--- config.mk ---
export PLATFORM = sky130hd
export DESIGN_NAME = idli_ex_m
export DESIGN_NICKNAME = d
export VERILOG_FILES = /design/src/rtl/idli_pkg.sv /design/src/rtl/idli_ex_slice_m.sv /design/src/rtl/idli_ex_m.sv
export SDC_FILE = /design/constraint.sdc
export NUM_CORES = 1
export LEC_CHECK = 0
export CORE_UTILIZATION = 50
export CTS_BUF_LIST = sky130_fd_sc_hd__clkbuf_8
export DETAILED_ROUTE_END_ITERATION = 7
export GPL_ROUTABILITY_DRIVEN = 0
export PLACE_DENSITY = 0.82
export SETUP_SLACK_MARGIN = 0.15
export SLEW_MARGIN = 20
export SYNTH_ARGS = -nofsm -noshare
export SYNTH_HDL_FRONTEND = slang
export SYNTH_SLANG_ARGS = --single-unit
export TNS_END_PERCENT = 30
--- constraint.sdc ---
create_clock -name i_ex_gck -period 3.2 [get_ports i_ex_gck]
set_input_delay 0.32 -clock i_ex_gck [delete_from_list [all_inputs] [get_ports i_ex_gck]]
set_output_delay 0.32 -clock i_ex_gck [all_outputs]
set_load 0.05 [all_outputs]
--- src/rtl/idli_pkg.sv ---
// Shared types for the idli bit-serial core: widths, ALU opcodes, execute FSM states.
package idli_pkg;

    typedef logic [15:0] data_t;
    typedef logic [3:0]  slice_t;
    typedef logic [3:0]  reg_t;
    typedef logic [1:0]  slice_idx_t;

    typedef enum logic [3:0] {
        ALU_ADD = 4'd0,
        ALU_SUB = 4'd1,
        ALU_AND = 4'd2,
        ALU_OR  = 4'd3,
        ALU_XOR = 4'd4,
        ALU_SHL = 4'd5,
        ALU_SHR = 4'd6,
        ALU_ROL = 4'd7,
        ALU_ROR = 4'd8
    } alu_op_t;

    typedef enum logic [1:0] {
        EX_IDLE  = 2'd0,
        EX_ALIGN = 2'd1,
        EX_RUN   = 2'd2
    } ex_state_t;

    localparam slice_idx_t SLICE_LAST = 2'd3;

    function automatic logic op_is_right(input alu_op_t op);
        return (op == ALU_SHR) || (op == ALU_ROR);
    endfunction

    function automatic logic op_is_logic(input alu_op_t op);
        return (op == ALU_AND) || (op == ALU_OR) || (op == ALU_XOR);
    endfunction

endpackage

--- src/rtl/idli_ex_slice_m.sv ---
// Combinational 4-bit slice ALU; shift edge forcing is the caller's job.
module idli_ex_slice_m
    import idli_pkg::*;
(
    input  alu_op_t op,
    input  slice_t  lhs,
    input  slice_t  rhs,
    input  logic    prev,
    input  logic    next,
    input  logic    cin,
    output slice_t  res,
    output logic    cout
);

    logic [4:0] sum_s;
    logic [4:0] diff_s;

    // One slice of the selected operation plus its carry-out.
    always_comb begin
        sum_s  = {1'b0, lhs} + {1'b0, rhs} + {4'b0000, cin};
        diff_s = {1'b0, lhs} + {1'b0, ~rhs} + {4'b0000, cin};
        res    = sum_s[3:0];
        cout   = sum_s[4];
        case (op)
            ALU_SUB: begin
                res  = diff_s[3:0];
                cout = diff_s[4];
            end
            ALU_AND: begin
                res  = lhs & rhs;
                cout = 1'b0;
            end
            ALU_OR: begin
                res  = lhs | rhs;
                cout = 1'b0;
            end
            ALU_XOR: begin
                res  = lhs ^ rhs;
                cout = 1'b0;
            end
            ALU_SHR, ALU_ROR: begin
                res  = {next, lhs[3:1]};
                cout = lhs[0];
            end
            ALU_SHL, ALU_ROL: begin
                res  = {lhs[2:0], prev};
                cout = lhs[3];
            end
            default: begin
                res  = sum_s[3:0];
                cout = sum_s[4];
            end
        endcase
    end

endmodule

--- src/rtl/idli_ex_m.sv ---
// Bit-serial execute unit: streams four 4-bit slices per op through the slice ALU.
// Optional feature: define IDLI_EX_ROTATE_EN to enable ROL/ROR (else they act as SHL/SHR).
module idli_ex_m
    import idli_pkg::*;
(
    input  logic       i_ex_gck,
    input  logic       i_ex_rst,
    input  logic       i_ex_valid,
    output logic       o_ex_ready,
    input  alu_op_t    i_ex_op,
    input  reg_t       i_ex_lhs,
    input  reg_t       i_ex_rhs,
    input  reg_t       i_ex_dst,
    output reg_t       o_ex_rf_lhs,
    output reg_t       o_ex_rf_rhs,
    input  slice_t     i_ex_rf_lhs_data,
    input  slice_t     i_ex_rf_rhs_data,
    input  logic       i_ex_rf_lhs_next,
    input  logic       i_ex_rf_lhs_prev,
    output reg_t       o_ex_rf_dst,
    output logic       o_ex_rf_dst_en,
    output slice_t     o_ex_rf_dst_data,
    output slice_idx_t o_ex_slice,
    output logic       o_ex_done,
    output logic       o_ex_carry,
    output logic       o_ex_zero
);

    ex_state_t  state_r, state_nxt_s;
    slice_idx_t slice_r;
    alu_op_t    op_r, eff_op_s;
    reg_t       lhs_r, rhs_r, dst_r;
    logic       carry_r, zero_r, done_r, flag_carry_r, flag_zero_r;
    logic       ready_s, accept_s, run_s, last_s, first_s;
    logic       prev_s, next_s, cin_s, cout_s, fin_carry_s;
    slice_t     res_s;

    // Free-running slice counter shared with the register file rotation.
    always_ff @(posedge i_ex_gck or posedge i_ex_rst) begin
        if (i_ex_rst) begin
            slice_r <= 2'd0;
        end else begin
            slice_r <= slice_r + 2'd1;
        end
    end

    // FSM next state and ready; RUN always starts on slice 0.
    always_comb begin
        state_nxt_s = state_r;
        ready_s     = 1'b0;
        case (state_r)
            EX_IDLE: begin
                ready_s = 1'b1;
                if (i_ex_valid) begin
                    state_nxt_s = (slice_r == SLICE_LAST) ? EX_RUN : EX_ALIGN;
                end else begin
                    state_nxt_s = EX_IDLE;
                end
            end
            EX_ALIGN: begin
                if (slice_r == SLICE_LAST) begin
                    state_nxt_s = EX_RUN;
                end else begin
                    state_nxt_s = EX_ALIGN;
                end
            end
            EX_RUN: begin
                if (slice_r == SLICE_LAST) begin
                    ready_s     = 1'b1;
                    state_nxt_s = i_ex_valid ? EX_RUN : EX_IDLE;
                end else begin
                    state_nxt_s = EX_RUN;
                end
            end
            default: begin
                state_nxt_s = EX_IDLE;
            end
        endcase
    end

    // FSM state register.
    always_ff @(posedge i_ex_gck or posedge i_ex_rst) begin
        if (i_ex_rst) begin
            state_r <= EX_IDLE;
        end else begin
            state_r <= state_nxt_s;
        end
    end

    // Latch the accepted instruction; selects are driven straight from here.
    always_ff @(posedge i_ex_gck or posedge i_ex_rst) begin
        if (i_ex_rst) begin
            op_r  <= ALU_ADD;
            lhs_r <= 4'd0;
            rhs_r <= 4'd0;
            dst_r <= 4'd0;
        end else if (accept_s) begin
            op_r  <= i_ex_op;
            lhs_r <= i_ex_lhs;
            rhs_r <= i_ex_rhs;
            dst_r <= i_ex_dst;
        end else begin
            op_r  <= op_r;
            lhs_r <= lhs_r;
            rhs_r <= rhs_r;
            dst_r <= dst_r;
        end
    end

    // Operand conditioning: rotate folding, shift edge forcing and carry-in.
    always_comb begin
        accept_s = ready_s & i_ex_valid;
        run_s    = (state_r == EX_RUN);
        first_s  = (slice_r == 2'd0);
        last_s   = run_s && (slice_r == SLICE_LAST);
`ifdef IDLI_EX_ROTATE_EN
        eff_op_s = op_r;
`else
        case (op_r)
            ALU_ROL: eff_op_s = ALU_SHL;
            ALU_ROR: eff_op_s = ALU_SHR;
            default: eff_op_s = op_r;
        endcase
`endif
        if ((eff_op_s == ALU_SHL) && first_s) begin
            prev_s = 1'b0;
        end else begin
            prev_s = i_ex_rf_lhs_prev;
        end
        if ((eff_op_s == ALU_SHR) && (slice_r == SLICE_LAST)) begin
            next_s = 1'b0;
        end else begin
            next_s = i_ex_rf_lhs_next;
        end
        cin_s = first_s ? (eff_op_s == ALU_SUB) : carry_r;
    end

    idli_ex_slice_m u_slice (
        .op   (eff_op_s),
        .lhs  (i_ex_rf_lhs_data),
        .rhs  (i_ex_rf_rhs_data),
        .prev (prev_s),
        .next (next_s),
        .cin  (cin_s),
        .res  (res_s),
        .cout (cout_s)
    );

    // Right shifts report the bit lost at slice 0, kept in the carry flop.
    always_comb begin
        if (op_is_logic(eff_op_s)) begin
            fin_carry_s = 1'b0;
        end else if (op_is_right(eff_op_s)) begin
            fin_carry_s = carry_r;
        end else begin
            fin_carry_s = cout_s;
        end
    end

    // Per-slice carry/zero accumulation and completion flags.
    always_ff @(posedge i_ex_gck or posedge i_ex_rst) begin
        if (i_ex_rst) begin
            carry_r      <= 1'b0;
            zero_r       <= 1'b0;
            done_r       <= 1'b0;
            flag_carry_r <= 1'b0;
            flag_zero_r  <= 1'b0;
        end else begin
            done_r <= last_s;
            if (run_s) begin
                carry_r <= (!first_s && op_is_right(eff_op_s)) ? carry_r : cout_s;
                zero_r  <= (first_s ? 1'b1 : zero_r) & (res_s == 4'd0);
            end else begin
                carry_r <= carry_r;
                zero_r  <= zero_r;
            end
            if (last_s) begin
                flag_carry_r <= fin_carry_s;
                flag_zero_r  <= zero_r & (res_s == 4'd0);
            end else begin
                flag_carry_r <= flag_carry_r;
                flag_zero_r  <= flag_zero_r;
            end
        end
    end

    assign o_ex_ready       = ready_s;
    assign o_ex_rf_lhs      = lhs_r;
    assign o_ex_rf_rhs      = rhs_r;
    assign o_ex_rf_dst      = dst_r;
    assign o_ex_rf_dst_en   = run_s;
    assign o_ex_rf_dst_data = run_s ? res_s : 4'd0;
    assign o_ex_slice       = slice_r;
    assign o_ex_done        = done_r;
    assign o_ex_carry       = flag_carry_r;
    assign o_ex_zero        = flag_zero_r;

endmodule

==> flow_summary.ini <==
[outcome]
status = finished, violations left
violations = negative setup slack

[floorplan]
dieWidth_um = 63.9
coreArea_um2 = 3660
start_util_pct = 52.4
io_pins = 52
fp.dieH_um = 63.9
dieArea_um2 = 4090
row_count = 22

[worst_setup_path]
cp_max_fo = 2
cp_num_buf_inv = 4
worstSetupStartpointType = flip-flop
critPathTopFamily = adder cells
end_kind = primary output
critPathMaxStageDelay_ns = 0.41
crit_type = reg -> out
crit_top_cell = inv_2
worstPathArrival_ns = 2.91
crit_path_top_delay_cell = dfrtp_2
crit_chain = inv_2 > ha_4 > mux2i_4 > inv_2 > fa_2 > inv_2 > fa_1 > nor2b_4 > a211oi_2 > o21ai_1 > a32o_2 > nor2_4 > buf_12
required_ns = 2.88

[drt]
drtPass1Iterations = 4
ant_nets = 0
vias_per_cell = 5.47
routed_wl_um = 4630
wl_per_cell_um = 15.6
drc = 0
routed-via-count = 1631
drt_iter0_drc = 109

[sta]
setup_viol = 1
grt_setup_unrepaired = true
finalMaxSlewViolations = 0
holdWs_ns = 0.509
fmax_mhz = 310
finClkSkew_ns = 0.00491
worst_slack_ns = -0.0307
slew_headroom_pct = 39.1
tightestPinTransition_ns = 0.913
period_share_pct = 101
min_period_ns = 3.23
hold_viol_final = 0

[global_routing]
grt_max_degree = 26
grt_pass1_wl_um = 7640
overflow = 0
grt_pass1_vias = 1601
grt_antenna_before_repair = 0
grt_usage_pct = 23.8

[logic_synthesis]
syn_avg_cell_area_um2 = 9.89
synth_edf_count = 0
synth_top_area_cell = dfrtp_1
syn-num-nets = 240
synth_top_area_share_pct = 32.6
ys_top_cells_by_count = dfrtp_1 (25), inv_1 (21), mux2_2 (15)
syn_area_um2 = 1920
netlist_top_cells_area = dfrtp_1 (33%), mux2_2 (8.8%), ha_1 (8.5%)
synthCells = 194
ys_ff_latch = 25
ys_warn_count = 0
synth.most_common_cell = dfrtp_1
synth_ff_type = dfrtp_1
async_flop_share_pct = 100
yosysSeqAreaShare_pct = 32.6
ys_types = 52

[clocking]
clk_latency_ns = 0.26
cts_root_buf = clkbuf_8
clockBufferDepth = 2
cts_htree_levels = 1
clk_pin_slew_worst_paths_ns = 0.08
clkSinkCount = 25
cts_tree = built
cts_made_buffers = 3

[finish]
insertedDiodeCount = 0
stdcell_count = 298
final_layout_size_suffix_gt1_share_pct = 26.8
syn_to_final_growth_pct = 38.1
final_nets = 297
fin_util_pct = 72.4

[power]
pwr_density_cell_nw_per_um2 = 1050
ir_worst_vdd_mv = 0.897
p_total_mw = 2.78
p_leak_nw = 1.12

[job]
maxCapViolCount = 0

[placed_design]
io_buffers = 51
dp_cells = 289
dp_hpwl_um = 3350

[worst_hold_path]
worstHoldPathType = reg -> reg
==> routing by layer <==
| metal | GRT usage, % | routed length (um) |
|---|---|---|
| met2 | 38.2 | 2230 |
| met4 | 2.56 | 50 |
| met1 | 34.7 | 2010 |
| met3 | 3.93 | 339 |
| met5 | 0 | 0 |
==> through the flow <==
stage | setup WS, ns | cell area, um^2 | TNS (ns)
floorplan | 0.0760 | 1950 | 0
global placement | 0.125 | 2510 | 0
detailed placement | 0.0831 | 2510 | 0
CTS | -0.0875 | 2610 | -0.147
global route | -0.164 | 2650 | -0.164
finish | -0.0307 | 2650 | -0.0307
==> repair_timing <==
action	CTS	global route
gates resized for setup	5	10
setup buffers	5	0
endpoints found under the setup margin	2	4
pin swaps	4	6
hold buffers	0	0
==> layout make-up <==
class,instances,area [um^2]
multi-input combinational,135,1190
tap,48,60.1
timing repair buffer,62,633
fill,271,1010
clock buffer,3,41.3
sequential,25,628
clock inverter,1,3.75
inverter,24,92.6
==> flip-flops by register name, indices dropped and copies added (netlist names) <==
| register | flops |
|---|---|
| o_ex_done | 1 |
| o_ex_carry | 1 |
| zero_r | 1 |
| o_ex_rf_lhs | 4 |
| o_ex_rf_dst | 4 |
| state_r | 2 |
| o_ex_zero | 1 |
| op_r | 4 |
| o_ex_rf_rhs | 4 |
| carry_r | 1 |
| o_ex_slice | 2 |
==> layout by cell type, fill, tap and decap left out, types with 3 or more instances in the layout <==
master	Yosys	routed
ha_1	13	12
nand3_1	5	5
xnor2_1	4	4
nand2_1	13	13
buf_12	1	4
inv_1	21	18
buf_4	3	11
a21oi_1	10	10
o31ai_1	3	3
mux2_2	15	15
inv_2	2	6
clkbuf_8	0	3
nor2b_1	5	4
clkdlybuf4s50_1	0	47
nor3_1	4	3
dfrtp_1	25	23
nor2_1	8	6
fa_2	0	3
o21ai_0	9	8
==> logic make-up (layout without fill, tap and decap cells) <==
group                    Yosys count  count (layout)  synth area share [%]
adder cells (fa/ha/maj)           17              17                  12.7
AO/OA/AOI/OAI                     46              46                  17.7
buffers and inverters             34              90                  9.59
AND/OR/NAND/NOR                   49              49                  14.4
XOR/XNOR                           5               5                  2.67
flip-flops                        25              25                  32.6
multiplexers                      18              18                  10.4
==> power breakdown <==
part	leakage [nW]	total (mW)	internal, mW	switching, mW
Combinational	0.795	2.06	0.842	1.22
Sequential	0.300	0.546	0.452	0.0937
Clock	0.0269	0.175	0.0856	0.0898
Total	1.12	2.78	1.38	1.40
==> final timing paths <==
check / end / startpoint / cells past startpoint / slack (ns)
setup reg to reg: zero_r / o_ex_slice[0] / 14 / 0.40
min in group asynchronous: o_ex_rf_dst[0] / i_ex_rst / 2 / 0.55
setup / recovery: o_ex_rf_dst_data[1] / o_ex_slice[0] / 13 / -0.03
hold / removal: o_ex_rf_dst[1] / o_ex_rf_dst[1] / 1 / 0.51
hold reg to reg: o_ex_rf_dst[1] / o_ex_rf_dst[1] / 1 / 0.51
max in group asynchronous: o_ex_slice[1] / i_ex_rst / 2 / 2.02
Note: power is estimated with default switching activity, not from simulation.
